## src/rtl/ga_pkg.sv

```systemverilog
// Shared constants, types and helpers for the Gate Array sync/interrupt stage.
package ga_pkg;

   localparam int unsigned INT_PERIOD = 52;
   localparam int unsigned HS_DELAY   = 2;
   localparam int unsigned HS_MAX     = 4;
   localparam int unsigned VS_DELAY   = 2;
   localparam int unsigned VS_LEN     = 4;

   localparam int unsigned R52_W  = 6;
   localparam int unsigned CNT_W  = 3;
   localparam int unsigned MODE_W = 2;

   typedef enum logic [1:0] {
      IDLE   = 2'd0,
      DELAY  = 2'd1,
      ACTIVE = 2'd2
   } hs_state_t;

   typedef logic [MODE_W-1:0] mode_t;

   // Delay counters stick at all-ones instead of wrapping.
   function automatic logic [CNT_W-1:0] sat_inc(input logic [CNT_W-1:0] v);
      return (v == '1) ? v : v + CNT_W'(1);
   endfunction

endpackage

```

## src/rtl/ga_hsync_shaper.sv

```systemverilog
// Monitor HSYNC shaper: delays the CRTC HSYNC and clamps its width, at character rate.
module ga_hsync_shaper
   import ga_pkg::*;
#(
   parameter int unsigned P_HS_DELAY = HS_DELAY,
   parameter int unsigned P_HS_MAX   = HS_MAX
) (
   input  logic i_clk,
   input  logic i_rst_n,
   input  logic i_clken,
   input  logic i_hsync,
   input  logic i_hsync_prev,
   output logic o_hsync,
   output logic o_start_c
);

   hs_state_t        r_state;
   logic [CNT_W-1:0] r_cnt;
   logic [CNT_W-1:0] w_cnt_inc;

   assign w_cnt_inc = sat_inc(r_cnt);

   // Same-clock strobe for the transition that raises o_hsync.
   assign o_start_c = i_clken && (r_state == DELAY) && i_hsync &&
                      (w_cnt_inc == CNT_W'(P_HS_DELAY));

   always_ff @(posedge i_clk or negedge i_rst_n) begin
      if (!i_rst_n) begin
         r_state <= IDLE;
         r_cnt   <= '0;
         o_hsync <= 1'b0;
      end else if (i_clken) begin
         case (r_state)
            IDLE: begin
               if (i_hsync && !i_hsync_prev) begin
                  r_state <= DELAY;
                  r_cnt   <= '0;
               end
            end
            DELAY: begin
               if (!i_hsync) begin
                  r_state <= IDLE;
                  r_cnt   <= '0;
               end else if (w_cnt_inc == CNT_W'(P_HS_DELAY)) begin
                  r_state <= ACTIVE;
                  r_cnt   <= '0;
                  o_hsync <= 1'b1;
               end else begin
                  r_cnt <= w_cnt_inc;
               end
            end
            ACTIVE: begin
               if (!i_hsync || (w_cnt_inc == CNT_W'(P_HS_MAX))) begin
                  r_state <= IDLE;
                  r_cnt   <= '0;
                  o_hsync <= 1'b0;
               end else begin
                  r_cnt <= w_cnt_inc;
               end
            end
            default: begin
               r_state <= IDLE;
               r_cnt   <= '0;
               o_hsync <= 1'b0;
            end
         endcase
      end
   end

endmodule

```

## src/rtl/ga_sync_int.sv

```systemverilog
// Gate Array sync and interrupt stage: monitor syncs, R52 interrupt counter, line-synced mode latch.
// Optional GA_CSYNC_EN adds a registered composite sync output o_csync.
module ga_sync_int
   import ga_pkg::*;
#(
   parameter int unsigned P_INT_PERIOD = INT_PERIOD,
   parameter int unsigned P_HS_DELAY   = HS_DELAY,
   parameter int unsigned P_HS_MAX     = HS_MAX,
   parameter int unsigned P_VS_DELAY   = VS_DELAY,
   parameter int unsigned P_VS_LEN     = VS_LEN
) (
   input  logic             i_clk,
   input  logic             i_rst_n,
   input  logic             i_clken,
   input  logic             i_crtc_hsync,
   input  logic             i_crtc_vsync,
   input  logic             i_irq_ack,
   input  logic             i_int_reset,
   input  logic             i_mode_wr,
   input  mode_t            i_mode_in,
   output logic             o_int_n,
   output logic             o_hsync_out,
   output logic             o_vsync_out,
   output mode_t            o_mode,
   output logic [R52_W-1:0] o_r52
`ifdef GA_CSYNC_EN
   ,
   output logic             o_csync
`endif
);

   logic             r_hs_prev;
   logic             r_vs_prev;
   logic             r_vs_armed;
   logic [1:0]       r_vs_cnt;
   logic [CNT_W-1:0] r_vs_len_cnt;
   mode_t            r_pending;

   logic             w_hs_fall;
   logic             w_vs_rise;
   logic             w_hs_start;
   logic             w_resync;
   logic             w_wrap;
   logic             w_raise;
   logic [1:0]       w_vs_cnt_inc;
   logic [R52_W-1:0] w_r52_inc;
   logic [R52_W-1:0] w_r52_evt;
   logic [CNT_W-1:0] w_vs_len_inc;

   ga_hsync_shaper #(
      .P_HS_DELAY (P_HS_DELAY),
      .P_HS_MAX   (P_HS_MAX)
   ) u_hsync_shaper (
      .i_clk        (i_clk),
      .i_rst_n      (i_rst_n),
      .i_clken      (i_clken),
      .i_hsync      (i_crtc_hsync),
      .i_hsync_prev (r_hs_prev),
      .o_hsync      (o_hsync_out),
      .o_start_c    (w_hs_start)
   );

   // Counter events: the VSYNC resync replaces the plain increment on its edge.
   always_comb begin
      w_hs_fall    = i_clken & r_hs_prev & ~i_crtc_hsync;
      w_vs_rise    = i_clken & ~r_vs_prev & i_crtc_vsync;
      w_vs_cnt_inc = r_vs_cnt + 2'd1;
      w_vs_len_inc = sat_inc(r_vs_len_cnt);
      w_r52_inc    = o_r52 + R52_W'(1);
      w_resync     = w_hs_fall & r_vs_armed & (w_vs_cnt_inc == 2'(P_VS_DELAY));
      w_wrap       = w_hs_fall & ~w_resync & (w_r52_inc == R52_W'(P_INT_PERIOD));
      w_raise      = w_wrap | (w_resync & o_r52[R52_W-1]);
      w_r52_evt    = o_r52;
      if (w_resync || w_wrap) begin
         w_r52_evt = '0;
      end else if (w_hs_fall) begin
         w_r52_evt = w_r52_inc;
      end
   end

   // Interrupt line and R52; INT_RESET first, then a raising event, then IRQ_ACK.
   always_ff @(posedge i_clk or negedge i_rst_n) begin
      if (!i_rst_n) begin
         o_r52   <= '0;
         o_int_n <= 1'b1;
      end else if (i_int_reset) begin
         o_r52   <= '0;
         o_int_n <= 1'b1;
      end else if (w_raise) begin
         o_r52   <= '0;
         o_int_n <= 1'b0;
      end else if (i_irq_ack) begin
         o_r52   <= {1'b0, w_r52_evt[R52_W-2:0]};
         o_int_n <= 1'b1;
      end else begin
         o_r52 <= w_r52_evt;
      end
   end

   // Sync edge history, VSYNC arming and monitor VSYNC pulse.
   always_ff @(posedge i_clk or negedge i_rst_n) begin
      if (!i_rst_n) begin
         r_hs_prev    <= 1'b0;
         r_vs_prev    <= 1'b0;
         r_vs_armed   <= 1'b0;
         r_vs_cnt     <= '0;
         r_vs_len_cnt <= '0;
         o_vsync_out  <= 1'b0;
      end else begin
         if (i_clken) begin
            r_hs_prev <= i_crtc_hsync;
            r_vs_prev <= i_crtc_vsync;
         end
         if (r_vs_armed) begin
            if (w_resync) begin
               r_vs_armed <= 1'b0;
               r_vs_cnt   <= '0;
            end else if (w_hs_fall) begin
               r_vs_cnt <= w_vs_cnt_inc;
            end
         end else if (w_vs_rise) begin
            r_vs_armed <= 1'b1;
            r_vs_cnt   <= '0;
         end
         if (w_resync) begin
            o_vsync_out  <= 1'b1;
            r_vs_len_cnt <= '0;
         end else if (o_vsync_out && w_hs_fall) begin
            if (w_vs_len_inc == CNT_W'(P_VS_LEN)) begin
               o_vsync_out  <= 1'b0;
               r_vs_len_cnt <= '0;
            end else begin
               r_vs_len_cnt <= w_vs_len_inc;
            end
         end
      end
   end

   // A write landing on the HSYNC_OUT rise is picked up on the following line.
   always_ff @(posedge i_clk or negedge i_rst_n) begin
      if (!i_rst_n) begin
         r_pending <= '0;
         o_mode    <= '0;
      end else begin
         if (w_hs_start) begin
            o_mode <= r_pending;
         end
         if (i_mode_wr) begin
            r_pending <= i_mode_in;
         end
      end
   end

`ifdef GA_CSYNC_EN
   always_ff @(posedge i_clk or negedge i_rst_n) begin
      if (!i_rst_n) begin
         o_csync <= 1'b0;
      end else begin
         o_csync <= o_hsync_out ^ o_vsync_out;
      end
   end
`endif

endmodule

```

## config.mk

```make
export PLATFORM = sky130hd
export DESIGN_NAME = ga_sync_int
export DESIGN_NICKNAME = d
export VERILOG_FILES = /design/src/rtl/ga_pkg.sv /design/src/rtl/ga_hsync_shaper.sv /design/src/rtl/ga_sync_int.sv
export SDC_FILE = /design/constraint.sdc
export NUM_CORES = 1
export LEC_CHECK = 0
export ABC_AREA = 1
export BUFFER_PORTS_ARGS = -buffer_cell sky130_fd_sc_hd__buf_2
export CORE_MARGIN = 3
export CORE_UTILIZATION = 30
export CTS_BUF_LIST = sky130_fd_sc_hd__clkbuf_16
export CTS_CLUSTER_SIZE = 10
export DETAILED_ROUTE_END_ITERATION = 10
export GPL_TIMING_DRIVEN = 0
export SLEW_MARGIN = 5
export SYNTH_ARGS = -nofsm -noshare
export SYNTH_HDL_FRONTEND = slang
export SYNTH_SLANG_ARGS = --single-unit
export TNS_END_PERCENT = 30
```

## constraint.sdc

```tcl
create_clock -name i_clk -period 1.9 [get_ports i_clk]
set_clock_uncertainty 0.05 [all_clocks]
set_input_delay 0.38 -clock i_clk [delete_from_list [all_inputs] [get_ports i_clk]]
set_output_delay 0.38 -clock i_clk [all_outputs]
set_load 0.005 [all_outputs]
```

## Word-level counts from Yosys, hierarchy flattened

Index checks and enable logic that the tools add are counted.

- Register bits after elaboration: 26
- Input bits: 10
- Output and inout port bits: 11
- Word-level logic and storage cells: 104

- $add $sub $neg: 4
- Eq/ne operators: 15
- Mux-type cells: 37
- Bitwise gates (word level): 14
- Reductions and logical operators: 20

Operator list:

| kind | count |
|---|---|
| 2-to-1 mux 6 bit | 5 |
| 2-to-1 mux 3 bit | 9 |
| 2-to-1 mux 2 bit | 8 |
| equality test 3 bit, second input constant | 4 |
| 2-to-1 mux 1 bit | 12 |
| AND 1 bit | 9 |
| one-hot mux 3 bit (3 select lines) | 1 |
| adder 3 x 1 -> 3 bit, second input constant | 2 |
| adder 6 x 1 -> 6 bit, second input constant | 1 |
| equality test 6 bit, second input constant | 1 |
| one-hot mux 2 bit (3 select lines) | 1 |
| AND reduction 2 bit | 3 |
| nonzero test 2 bit | 3 |
| logical AND 1 bit | 5 |
| AND reduction 5 bit | 1 |
| nonzero test 5 bit | 1 |
| equality test 2 bit, second input constant | 2 |
| != test 2 x 1 -> 1 bit, second input constant | 2 |
| != test 2 bit, second input constant | 2 |
| inverter 1 bit | 4 |
| AND reduction 4 bit | 1 |
| equality test 3 x 2 -> 1 bit, second input constant | 1 |
| != test 3 x 1 -> 1 bit, second input constant | 1 |
| != test 3 bit, second input constant | 1 |
| other kinds (8) | 10 |

## Longest topological paths before layout

- Depth in word-level cells: 12
- Depth in mapped cells: 11
- Mapped depth without buffers: 11

## Modules after synthesis

A second synthesis with hierarchy kept.

- Cell total of the unflattened synthesis: 212
- Area, all modules: 1619.1 µm²

Modules (own cells, without submodules):

| module | times used | cells each | area each (µm²) | sequential area each (µm²) |
|---|---|---|---|---|
| ga_sync_int | 1 | 141 | 1107.3 | 501.7 |
| ga_hsync_shaper | 1 | 71 | 511.7 | 150.1 |

## Worst setup path before layout

No wires, ideal clock.

- Path type: register to register
- From: register u_hsync_shaper.r_cnt[0]
- To: register u_hsync_shaper.o_hsync
- Library setup time: 0.121 ns
- Arrival time: 1.297 ns
- Data required time: 1.729 ns
- Setup slack: 0.433 ns
- Stages on the path, launching flop included: 10
- Path buffers: 0
- Cells stage by stage: dfrtp_1 -> ha_1 -> inv_1 -> nand2_1 -> o21ai_0 -> nand3_1 -> nand2_2 -> nand3_1 -> nand2_1 -> o21ai_1

- Word-level cells in the longest chain between the ends: 6
- Elaborated cells between the ends (all ways): 9

RTL lines:

| item | RTL line | RTL |
|---|---|---|
| start: declaration | ga_hsync_shaper.sv:18 | `logic [CNT_W-1:0] r_cnt;` |
| start signal: assignment | ga_hsync_shaper.sv:49 | `r_cnt <= w_cnt_inc;` |
| start signal: assignment | ga_hsync_shaper.sv:58 | `r_cnt <= w_cnt_inc;` |
| adder 3 x 1 -> 3 bit or equality test 3 bit (tied branches) | ga_pkg.sv:24 | `return (v == '1) ? v : v + CNT_W'(1);` |
| 2-to-1 mux 3 bit * | ga_pkg.sv:24 |  |
| equality test 3 bit | ga_hsync_shaper.sv:53 | `if (!i_hsync \|\| (w_cnt_inc == CNT_W'(P_HS_MAX))) begin` |
| logical OR 1 bit | ga_hsync_shaper.sv:53 |  |
| != test 2 x 1 -> 1 bit (no source line) | -- |  |
| AND reduction 5 bit (no source line) * | -- |  |
| end signal: assignment | ga_hsync_shaper.sv:47 | `o_hsync <= 1'b1;` |
| end signal: assignment | ga_hsync_shaper.sv:56 | `o_hsync <= 1'b0;` |
| end signal: assignment | ga_hsync_shaper.sv:64 | `o_hsync <= 1'b0;` |
| end: declaration | ga_hsync_shaper.sv:13 | `output logic o_hsync,` |

Every way passes the cells marked *; elsewhere a longest branch is shown, timed or not.
A chain may end at the register's enable or synchronous reset.

## Final worst setup path

- From: register o_r52[1]
- To: register o_r52[5]

- Word-level cells in the longest chain between the ends: 8
- Elaborated cells between the ends (all ways): 11

RTL lines:

| item | RTL line | RTL |
|---|---|---|
| start: declaration | ga_sync_int.sv:25 | `output logic [R52_W-1:0] o_r52` |
| start signal: assignment | ga_sync_int.sv:93 | `o_r52 <= {1'b0, w_r52_evt[R52_W-2:0]};` |
| start signal: assignment | ga_sync_int.sv:96 | `o_r52 <= w_r52_evt;` |
| adder 6 x 1 -> 6 bit * | ga_sync_int.sv:69 | `w_r52_inc = o_r52 + R52_W'(1);` |
| equality test 6 bit | ga_sync_int.sv:71 | `w_wrap = w_hs_fall & ~w_resync & (w_r52_inc == R52_W'(P_INT_PERIOD));` |
| AND 1 bit | ga_sync_int.sv:71 |  |
| logical OR 1 bit | ga_sync_int.sv:74 | `if (w_resync \|\| w_wrap) begin` |
| 2-to-1 mux 6 bit | ga_sync_int.sv:74 |  |
| 2-to-1 mux 6 bit | ga_sync_int.sv:92 | `end else if (i_irq_ack) begin` |
| 2-to-1 mux 6 bit | ga_sync_int.sv:89 | `end else if (w_raise) begin` |
| 2-to-1 mux 6 bit | ga_sync_int.sv:86 | `end else if (i_int_reset) begin` |

Every way passes the cells marked *; elsewhere a longest branch is shown, timed or not. The select of a mux whose other input is x is not followed.

==> impl_metrics.tcl <==
set metrics [dict create \
    ctsResizeCount 0 \
    drtPass1Iterations 4 \
    final_common_cell "nand2_1" \
    post_cts_buffers 0 \
    grt_pass1_vias 1333 \
    die_h_um 79.0 \
    drv_slew 0 \
    nets 252 \
    first_iter_violations 79 \
    syn_inst 211 \
    clk_pin_slew_ns 0.07 \
    crit_chain "ha_1 > nand2_1 > inv_1 > nand3_1 > nand2_1 > nor2_1 > nand2_1 > nand4_1 > nor2_1" \
    comb_power_share 0.286 \
    cts-buffers-inserted 3 \
    crit_path_start_kind "flop" \
    ir_drop_uv 514 \
    finalHoldViolations 0 \
    relSlewSlack 0.610 \
    antenna_left 0 \
    syn_area_per_cell_um2 7.57 \
    p_per_area_nw_per_um2 914 \
    port_buffers 18 \
    antenna_found_initial 0 \
    multiInputGateArea_um2 790 \
    arrival_ns 1.80 \
    seq_power_share 0.433 \
    synth_edf_count 0 \
    max_freq_mhz 606 \
    synth_fp_nets 229 \
    period_needed_ns 1.65 \
    hpwl_um 2490 \
    crit_path_top_delay_cell "dfrtp_1" \
    post-route-util 0.374 \
    crit_path_frequent_cell "nand2_1" \
    crit_type "flop to flop" \
    critical_path.top_delay_family "simple AND/OR/NAND/NOR gates" \
    status "finished, final reports clean" \
    end_kind "flop" \
    drc 0 \
    p_switching_mw 0.566 \
    tightest_slew_ns 0.586 \
    antenna_cells 0 \
    critPathLaunch "o_r52[1]" \
    htree_levels 1 \
    vias 1397 \
    synth-seq-area-share 0.408 \
    rsz0062_at_grt "no" \
    holdBufCountCts 0 \
    required_ns 2.04 \
    crit_path_max_fanout 8 \
    grt-ovfl-total 0 \
    worst-path-buf-inv 1 \
    maxCapViolations 0 \
    ios 21 \
    initial_utilization 0.323 \
    gp_congestion 0.846 \
    grt_max_degree 27 \
    cts_root_buf "clkbuf_16" \
    swShare 0.335 \
    cpPeakStageDelay_ns 0.49 \
    power.leakage_nw 0.938 \
    clkLatencyLatePin_ns 0.26 \
    die_x_um 79.0 \
    synth_ff_type "dfrtp_1" \
    fin_crit_sh 0.869 \
    core_area_um2 4940 \
    setup_viol 0 \
    register_area_um2 652 \
    cts_tree "done" \
    final_cell_mix "56 x nand2_1, 35 x inv_1, 25 x dfrtp_1" \
    n_fill_cell 536 \
    fin_tns_setup_ns 0 \
    grt_pass1_wl_um 5880 \
    cts_buffer_depth 2 \
    numClockSinks 26 \
    wire_per_inst_um 10.9 \
    dieArea_um2 6230 \
    ys_warn_count 0 \
    synth_cell_types 29 \
    clkPwrFrac 0.282 \
    syn_to_final_growth_pct 15.8 \
    viasPerCell 4.66 \
    synthArstFlopShare 1.00 \
    drive_gt1_frac 0.150 \
    syn-cell-area_um2 1600 \
    track_usage 0.117 \
    drt_wl_total_um 3260 \
    fp-row-count 25 \
    hold_path.class "primary input to asynchronous set/reset pin" \
    yosys_register_bits 26 \
    r2r-start "o_r52[1]" \
    intPower_mw 1.12 \
]
[synth_stat cells, types with 2 or more instances]
master	n	area, um2
a21oi_1	4	20.0
buf_4	2	15.0
dfrtp_1	25	626
ha_1	8	100
inv_1	35	131
nand2_1	56	210
nand2_2	2	12.5
nand3_1	14	70.1
nand4_1	6	37.5
nor2_1	18	67.6
nor2_2	2	12.5
o211ai_1	2	15.0
o21ai_0	17	85.1
o21ai_1	2	10.0
o21bai_1	2	15.0
o31ai_1	2	15.0
xor2_1	2	17.5
[registers in the layout, summed over array words and instances (netlist names)]
register                count
o_r52                       6
r_vs_armed                  1
o_vsync_out                 1
u_hsync_shaper.r_state      2
r_vs_prev                   1
u_hsync_shaper.o_hsync      1
o_int_n                     1
r_vs_len_cnt                3
r_hs_prev                   1
r_vs_cnt                    2
o_mode                      2
u_hsync_shaper.r_cnt        3
r_pending                   2
[metal layers]
metal / GRT usage / wire length [um] / up-vias
li1: - / - / 729
met1: 0.151 / 1590 / 644
met2: 0.193 / 1510 / 19
met3: 0.0249 / 115 / 5
met4: 0.0412 / 43 / 0
met5: 0 / 0 / -
[final cells by class]
| type | count | share of cell area |
|---|---|---|
| Buffer | 3 | 0.0108 |
| Clock buffer | 3 | 0.0406 |
| Clock inverter | 1 | 0.00203 |
| Inverter | 36 | 0.0731 |
| Multi-Input combinational cell | 146 | 0.427 |
| Sequential cell | 26 | 0.353 |
| Tap cell | 67 | 0.0453 |
| Timing Repair Buffer | 18 | 0.0487 |
[final timing paths]
kind                                         to  slack [ns]  depth (start not counted)
max in group asynchronous       r_vs_len_cnt[0]        1.35                          1
min in group i_clk                 r_pending[0]        0.27                          3
worst max register to register         o_r52[5]        0.25                          9
worst min register to register        o_mode[1]        0.44                          2
worst max-delay path                   o_r52[5]        0.25                          9
worst min-delay path               r_pending[0]        0.06                          1
[power groups by stage]
stage          clock network [mW]  logic [mW]  registers (mW)
2_1_floorplan                   0       0.365           0.733
3_3_place_gp                    0       0.477           0.743
3_5_place_dp                    0       0.489           0.744
4_1_cts                     0.502       0.490           0.735
5_1_grt                     0.520       0.573           0.747
6_report                    0.476       0.483           0.731
[stage by stage]
stage	cell area [um2]	total power, mW	worst slack, ns	std cells	hold WS [ns]
CTS	1850	1.73	0.267	300	0.0867
detailed placement	1770	1.23	0.287	296	0.378
floorplan	1600	1.10	0.433	211	0.0344
global route	1850	1.84	0.0587	300	0.116
global placement	1770	1.22	0.290	296	0.369
finish	1850	1.69	0.249	300	0.0622
[logic make-up after synthesis]
group,share of synthesized area
AO/OA/AOI/OAI,0.127
AND/OR/NAND/NOR,0.294
buffers and inverters,0.0972
XOR/XNOR,0.0110
adder cells (fa/ha/maj),0.0627
flip-flops,0.408
Power figures use the tool's default switching activity.
